$ cat src/rtl/cdb_arbiter.sv
// Round-robin arbiter for the common data bus: grants one finished unit per cycle and registers its
// tag/value/branch-fail broadcast one cycle later; losers hold req until granted, flush suppresses grants.
module cdb_arbiter #(
  parameter int NUM_UNITS = 8,
  parameter int DATA_W    = 32,
  parameter int TAG_W     = 8,
  parameter int CNT_W     = 16
) (
  input  logic                          CLOCK_50,
  input  logic                          RSTN_N,
  input  logic [NUM_UNITS-1:0]          req,
  input  logic [NUM_UNITS*DATA_W-1:0]   req_value,
  input  logic [NUM_UNITS-1:0]          req_branch_fail,
  input  logic                          flush,
  output logic [NUM_UNITS-1:0]          grant,
  output logic                          cdb_valid,
  output logic [TAG_W-1:0]              cdb_tag,
  output logic [DATA_W-1:0]             cdb_value,
  output logic                          cdb_branch_fail,
  output logic [CNT_W-1:0]              contention_cnt
);

  localparam int PTR_W = (NUM_UNITS > 1) ? $clog2(NUM_UNITS) : 1;
  localparam logic [PTR_W:0]   NUM_EXT  = (PTR_W+1)'(NUM_UNITS);
  localparam logic [PTR_W-1:0] LAST_IDX = PTR_W'(NUM_UNITS - 1);

  // Tag 0 is reserved for "no unit", so the highest tag NUM_UNITS must stay below all-ones.
  if ((longint'(NUM_UNITS) + 1) > ((longint'(1) << TAG_W) - 1)) begin : g_tag_w_check
    $error("cdb_arbiter: TAG_W too narrow to hold NUM_UNITS+1");
  end

  logic [PTR_W-1:0]     rr_ptr_q, rr_ptr_d;
  logic                 cdb_valid_q, cdb_valid_d;
  logic [TAG_W-1:0]     cdb_tag_q, cdb_tag_d;
  logic [DATA_W-1:0]    cdb_value_q, cdb_value_d;
  logic                 cdb_bf_q, cdb_bf_d;
  logic [CNT_W-1:0]     cnt_q, cnt_d;

  logic [NUM_UNITS-1:0] req_rot;
  logic [PTR_W-1:0]     win_off;
  logic [PTR_W:0]       idx_sum;
  logic [PTR_W-1:0]     win_idx;
  logic                 win_vld;
  logic                 arb_en;
  logic                 multi_req;
  logic [DATA_W-1:0]    win_value;
  logic                 win_bf;

  // Rotate so bit 0 is the unit at rr_ptr; the lowest set bit is then the round-robin winner.
  assign req_rot = NUM_UNITS'({req, req} >> rr_ptr_q);
  assign win_vld = |req_rot;
  assign arb_en  = RSTN_N && !flush;

  always_comb begin
    win_off = '0;
    for (int k = NUM_UNITS - 1; k >= 0; k--) begin
      if (req_rot[k]) begin
        win_off = PTR_W'(k);
      end
    end
  end

  assign idx_sum = {1'b0, win_off} + {1'b0, rr_ptr_q};
  assign win_idx = (idx_sum >= NUM_EXT) ? PTR_W'(idx_sum - NUM_EXT) : PTR_W'(idx_sum);

  always_comb begin
    grant = '0;
    if (arb_en && win_vld) begin
      grant[win_idx] = 1'b1;
    end
  end

  always_comb begin
    win_value = '0;
    win_bf    = 1'b0;
    for (int i = 0; i < NUM_UNITS; i++) begin
      if (grant[i]) begin
        win_value = req_value[i*DATA_W +: DATA_W];
        win_bf    = req_branch_fail[i];
      end
    end
  end

  // Two or more bits set exactly when clearing the lowest set bit leaves something behind.
  assign multi_req = |(req & (req - NUM_UNITS'(1)));

  always_comb begin
    cdb_valid_d = 1'b0;
    cdb_tag_d   = '0;
    cdb_value_d = cdb_value_q;
    cdb_bf_d    = cdb_bf_q;
    rr_ptr_d    = rr_ptr_q;
    if (|grant) begin
      cdb_valid_d = 1'b1;
      cdb_tag_d   = TAG_W'(win_idx) + TAG_W'(1);
      cdb_value_d = win_value;
      cdb_bf_d    = win_bf;
      rr_ptr_d    = (win_idx == LAST_IDX) ? '0 : win_idx + PTR_W'(1);
    end
  end

  always_comb begin
    cnt_d = cnt_q;
    if (multi_req && !flush && (cnt_q != '1)) begin
      cnt_d = cnt_q + CNT_W'(1);
    end
  end

  always_ff @(posedge CLOCK_50 or negedge RSTN_N) begin
    if (!RSTN_N) begin
      rr_ptr_q    <= '0;
      cdb_valid_q <= 1'b0;
      cdb_tag_q   <= '0;
      cdb_value_q <= '0;
      cdb_bf_q    <= 1'b0;
      cnt_q       <= '0;
    end else begin
      rr_ptr_q    <= rr_ptr_d;
      cdb_valid_q <= cdb_valid_d;
      cdb_tag_q   <= cdb_tag_d;
      cdb_value_q <= cdb_value_d;
      cdb_bf_q    <= cdb_bf_d;
      cnt_q       <= cnt_d;
    end
  end

  assign cdb_valid       = cdb_valid_q;
  assign cdb_tag         = cdb_tag_q;
  assign cdb_value       = cdb_value_q;
  assign cdb_branch_fail = cdb_bf_q;
  assign contention_cnt  = cnt_q;

endmodule

$ cat config.mk
export PLATFORM = sky130hd
export DESIGN_NAME = cdb_arbiter
export DESIGN_NICKNAME = d
export VERILOG_FILES = /design/src/rtl/cdb_arbiter.sv
export SDC_FILE = /design/constraint.sdc
export NUM_CORES = 1
export LEC_CHECK = 0
export ABC_AREA = 1
export CAP_MARGIN = 25
export CORE_ASPECT_RATIO = 0.6
export CORE_MARGIN = 3
export CORE_UTILIZATION = 33
export DETAILED_ROUTE_END_ITERATION = 6
export PLACE_DENSITY_LB_ADDON = 0.15
export SETUP_SLACK_MARGIN = 0.05
export SYNTH_ARGS = -nofsm -noshare
export SYNTH_HDL_FRONTEND = slang
export SYNTH_SLANG_ARGS = --single-unit
$ cat constraint.sdc
create_clock -name CLOCK_50 -period 3.7 [get_ports CLOCK_50]
set_input_delay 0.74 -clock CLOCK_50 [delete_from_list [all_inputs] [get_ports CLOCK_50]]
set_output_delay 0.74 -clock CLOCK_50 [all_outputs]
set_load 0.02 [all_outputs]
==> results.yml <==
floorplan:
  die_y_um: 102
  dieArea_um2: 17100
  fp-row-count: 34
  io_pins: 341
  start_util_pct: 34.5
  die_w_um: 167
  coreArea_um2: 14800
setup_path:
  critPathLaunchType: "flop"
  critPathKind: "reg2out"
  end_kind: "output port"
  r2r-end: "cdb_value[2]$_DFFE_PN0P_"
  cpMostUsedCell: "nand2_8"
  worstPathMaxFanout: 8
  slowest_stage: "dfrtp_1"
  crit_required_ps: 2960
  ff2ff_setup_slack_ps: 160
  slowest_delay_ps: 370
  cp_cell_sequence: "buf_6 > clkinv_8 > buf_8 > nand2_4 > nand3_2 > nand3_2 > nand2_2 > a21oi_2 > o21ai_2 > nand2_1 > a21boi_2 > ha_2 > fa_2 > xor2_2 > buf_4 > nand2_8 > nand2_8 > nand2_8 > nor2_4 > buf_6"
  arrival_ps: 3010
  rr_startpoint: "rr_ptr_q[0]$_DFFE_PN0P_"
  r2r_cells: 26
sta:
  period_share_pct: 101
  setup_violations: 5
  finalSetupTns_ps: -216
  fin_ws_ps: -54.0
  slew_viol_final: 0
  finClkSkew_ps: 10.8
  tightest_slew_ps: 747
  finalCriticalPeriod_ps: 3750
  fmaxAchievable_mhz: 266
  relSlewSlack_pct: 50.2
  hold_violations: 0
  grt_setup_unrepaired: "true"
synth:
  yosysTopAreaCell: "dfrtp_1"
  synth.cells.most_frequent: "348 x nand2_1, 86 x inv_1, 82 x nor2_1"
  yosys-top-cells-area: "dfrtp_1 28%, nand2_1 26%, inv_1 6.3%"
  synth_top_area_share_pct: 27.9
  syn_inst: 824
  async_flop_share_pct: 100
  synth-seq-cells: 57
  synth_cell_types: 37
  synthFlopType: "dfrtp_1"
  seq_area_frac_synth_pct: 27.9
  yosys_warnings: 0
  synth_edf_count: 0
  netlist_area_um2: 5110
  synth_area_per_cell_um2: 6.20
  post-synth-top-count-cell: "nand2_1"
place:
  pre_cts_slack_ps: -1060
  io_buffer_count: 336
  placed_cell_area_um2: 8890
  gp_congestion: 0.934
  post-dp-hpwl_um: 18900
  place_inst: 1375
outcome:
  outcome: "finished, violations left"
  violations: "negative setup slack"
final_layout:
  fin_cells: 1399
  nets: 1476
  n_fill_cell: 1352
  area_delta_synth_final_pct: 85.8
  drive_above_1_share_pct: 15.3
  multiInputGateArea_um2: 3260
  seqCellArea_um2: 1430
  final_area_um2: 9500
  diodes: 0
detailed_routing:
  vias: 6585
  wl_um: 24000
  vias_per_cell: 4.71
  drc_errors: 0
  drt-initial-drc-count: 388
  ant_nets: 0
  routedWlPerCell_um: 17.2
  first_pass_iters: 5
global_routing:
  grt_pass1_vias: 6243
  grt_max_degree: 65
  overflow: 0
  grt_pass1_wl_um: 36100
  grt_usage_pct: 27.4
  grt_antenna_before_repair: 1
cts:
  clkTransAtPathRegs_ps: 50
  root_buffer: "clkbuf_16"
  cts.path.max_buffers: 2
  cts.sinks: 57
  cts_tree: "done"
  insertion_delay_ps: 320
  numCtsBuffers: 9
  htree_num_levels: 3
hold_path:
  whs_path_depth: 2
  hold_path.class: "reg2reg"
  hold_path_end: "cdb_value[29]$_DFFE_PN0P_"
  min_from: "cdb_value[29]$_DFFE_PN0P_"
pwr:
  leakagePower_nw: 4.46
  irDropWorstVdd_mv: 0.812
  power_density_nw_per_um2: 720
run:
  maxCapViolCount: 0
## sequential cells by signal, indices dropped and copies added (netlist names)
signal and count:
cdb_branch_fail 1, cdb_tag 4, cdb_valid 1, cdb_value 32, contention_cnt 16, rr_ptr_q 3
## power breakdown
group          internal, mW  total (mW)  switching (mW)
Sequential            0.889        1.05           0.163
Clock                 0.594       0.895           0.301
Combinational          2.13        4.89            2.76
## layout make-up
class	count	share of cell area, %
Multi-Input combinational cell	639	34.3
Clock inverter	7	1.08
Sequential cell	57	15.0
Timing Repair Buffer	396	40.8
Tap cell	198	2.61
Inverter	93	3.87
Clock buffer	9	2.37
## per-layer routing
layer  global-route usage, %  routed length [µm]
met5                       0                  11
met4                    6.40                 449
met3                    6.88                1650
met2                    46.4               11500
met1                    35.7               10400
## per-stage QoR
stage	hold slack (ps)	power, mW	util, %
after floorplan	444	3.63	-
after global placement	462	5.52	60.0
after detailed placement	464	5.57	60.0
after CTS	480	6.72	63.5
after global routing	497	7.37	64.1
final	477	6.83	64.1
## repair_timing
action                     4_1_cts  5_1_grt
setup buffers                    7        1
setup endpoints to repair       43       41
pin swaps                       18       13
hold buffers                     0        0
resized for setup              124       20
## critical path: cells and delay by family (launching register included)
| family | cells | cell delay (ps) |
|---|---|---|
| buf+inv | 5 | 650 |
| fa+ha+maj | 2 | 530 |
| simple gates | 9 | 680 |
| xor+xnor | 1 | 200 |
| compound gates | 3 | 250 |
| flops | 1 | 370 |
## logic make-up after synthesis
family,after synthesis,share of synthesized area [%]
xor gates and xnor gates,16,2.74
buffers and inverters,131,12.4
and+or+nand+nor,570,49.7
other,1,0.0734
AOI/OAI and AO/OA,43,5.61
adders and majority gates,5,1.37
DFF,57,27.9
muxes,1,0.220
## worst max path at each step
| stage | start | to | slack, ps | cells after the start |
|---|---|---|---|---|
| 6_report | rr_ptr_q[0]$_DFFE_PN0P_ | grant[5] | -50 | 20 |
| 5_1_grt | rr_ptr_q[0]$_DFFE_PN0P_ | grant[5] | -240 | 20 |
| 4_1_cts | rr_ptr_q[0]$_DFFE_PN0P_ | grant[7] | -140 | 20 |
| 3_5_place_dp | req[1] | grant[5] | -1060 | 19 |
| 3_3_place_gp | req[3] | grant[5] | -1020 | 19 |
| 2_1_floorplan | req[6] | grant[7] | 60 | 18 |
## cell usage in the layout, fill, tap and decap left out, drive strengths merged, types with 2 or more instances in the layout
| cell type | count |
|---|---|
| nor4 | 3 |
| xnor2 | 6 |
| inv | 92 |
| clkbuf | 9 |
| conb | 4 |
| xor2 | 10 |
| a21oi | 34 |
| or2 | 2 |
| nor3 | 2 |
| nor2 | 91 |
| ha | 4 |
| nand2 | 365 |
| bufinv | 2 |
| nand3 | 70 |
| buf | 77 |
| nand4 | 36 |
| o22ai | 2 |
| dfrtp | 57 |
| o21ai | 4 |
| clkinvlp | 2 |
| clkinv | 4 |
| clkdlybuf4s50 | 319 |
No activity file was read; power rests on OpenSTA's default activity.
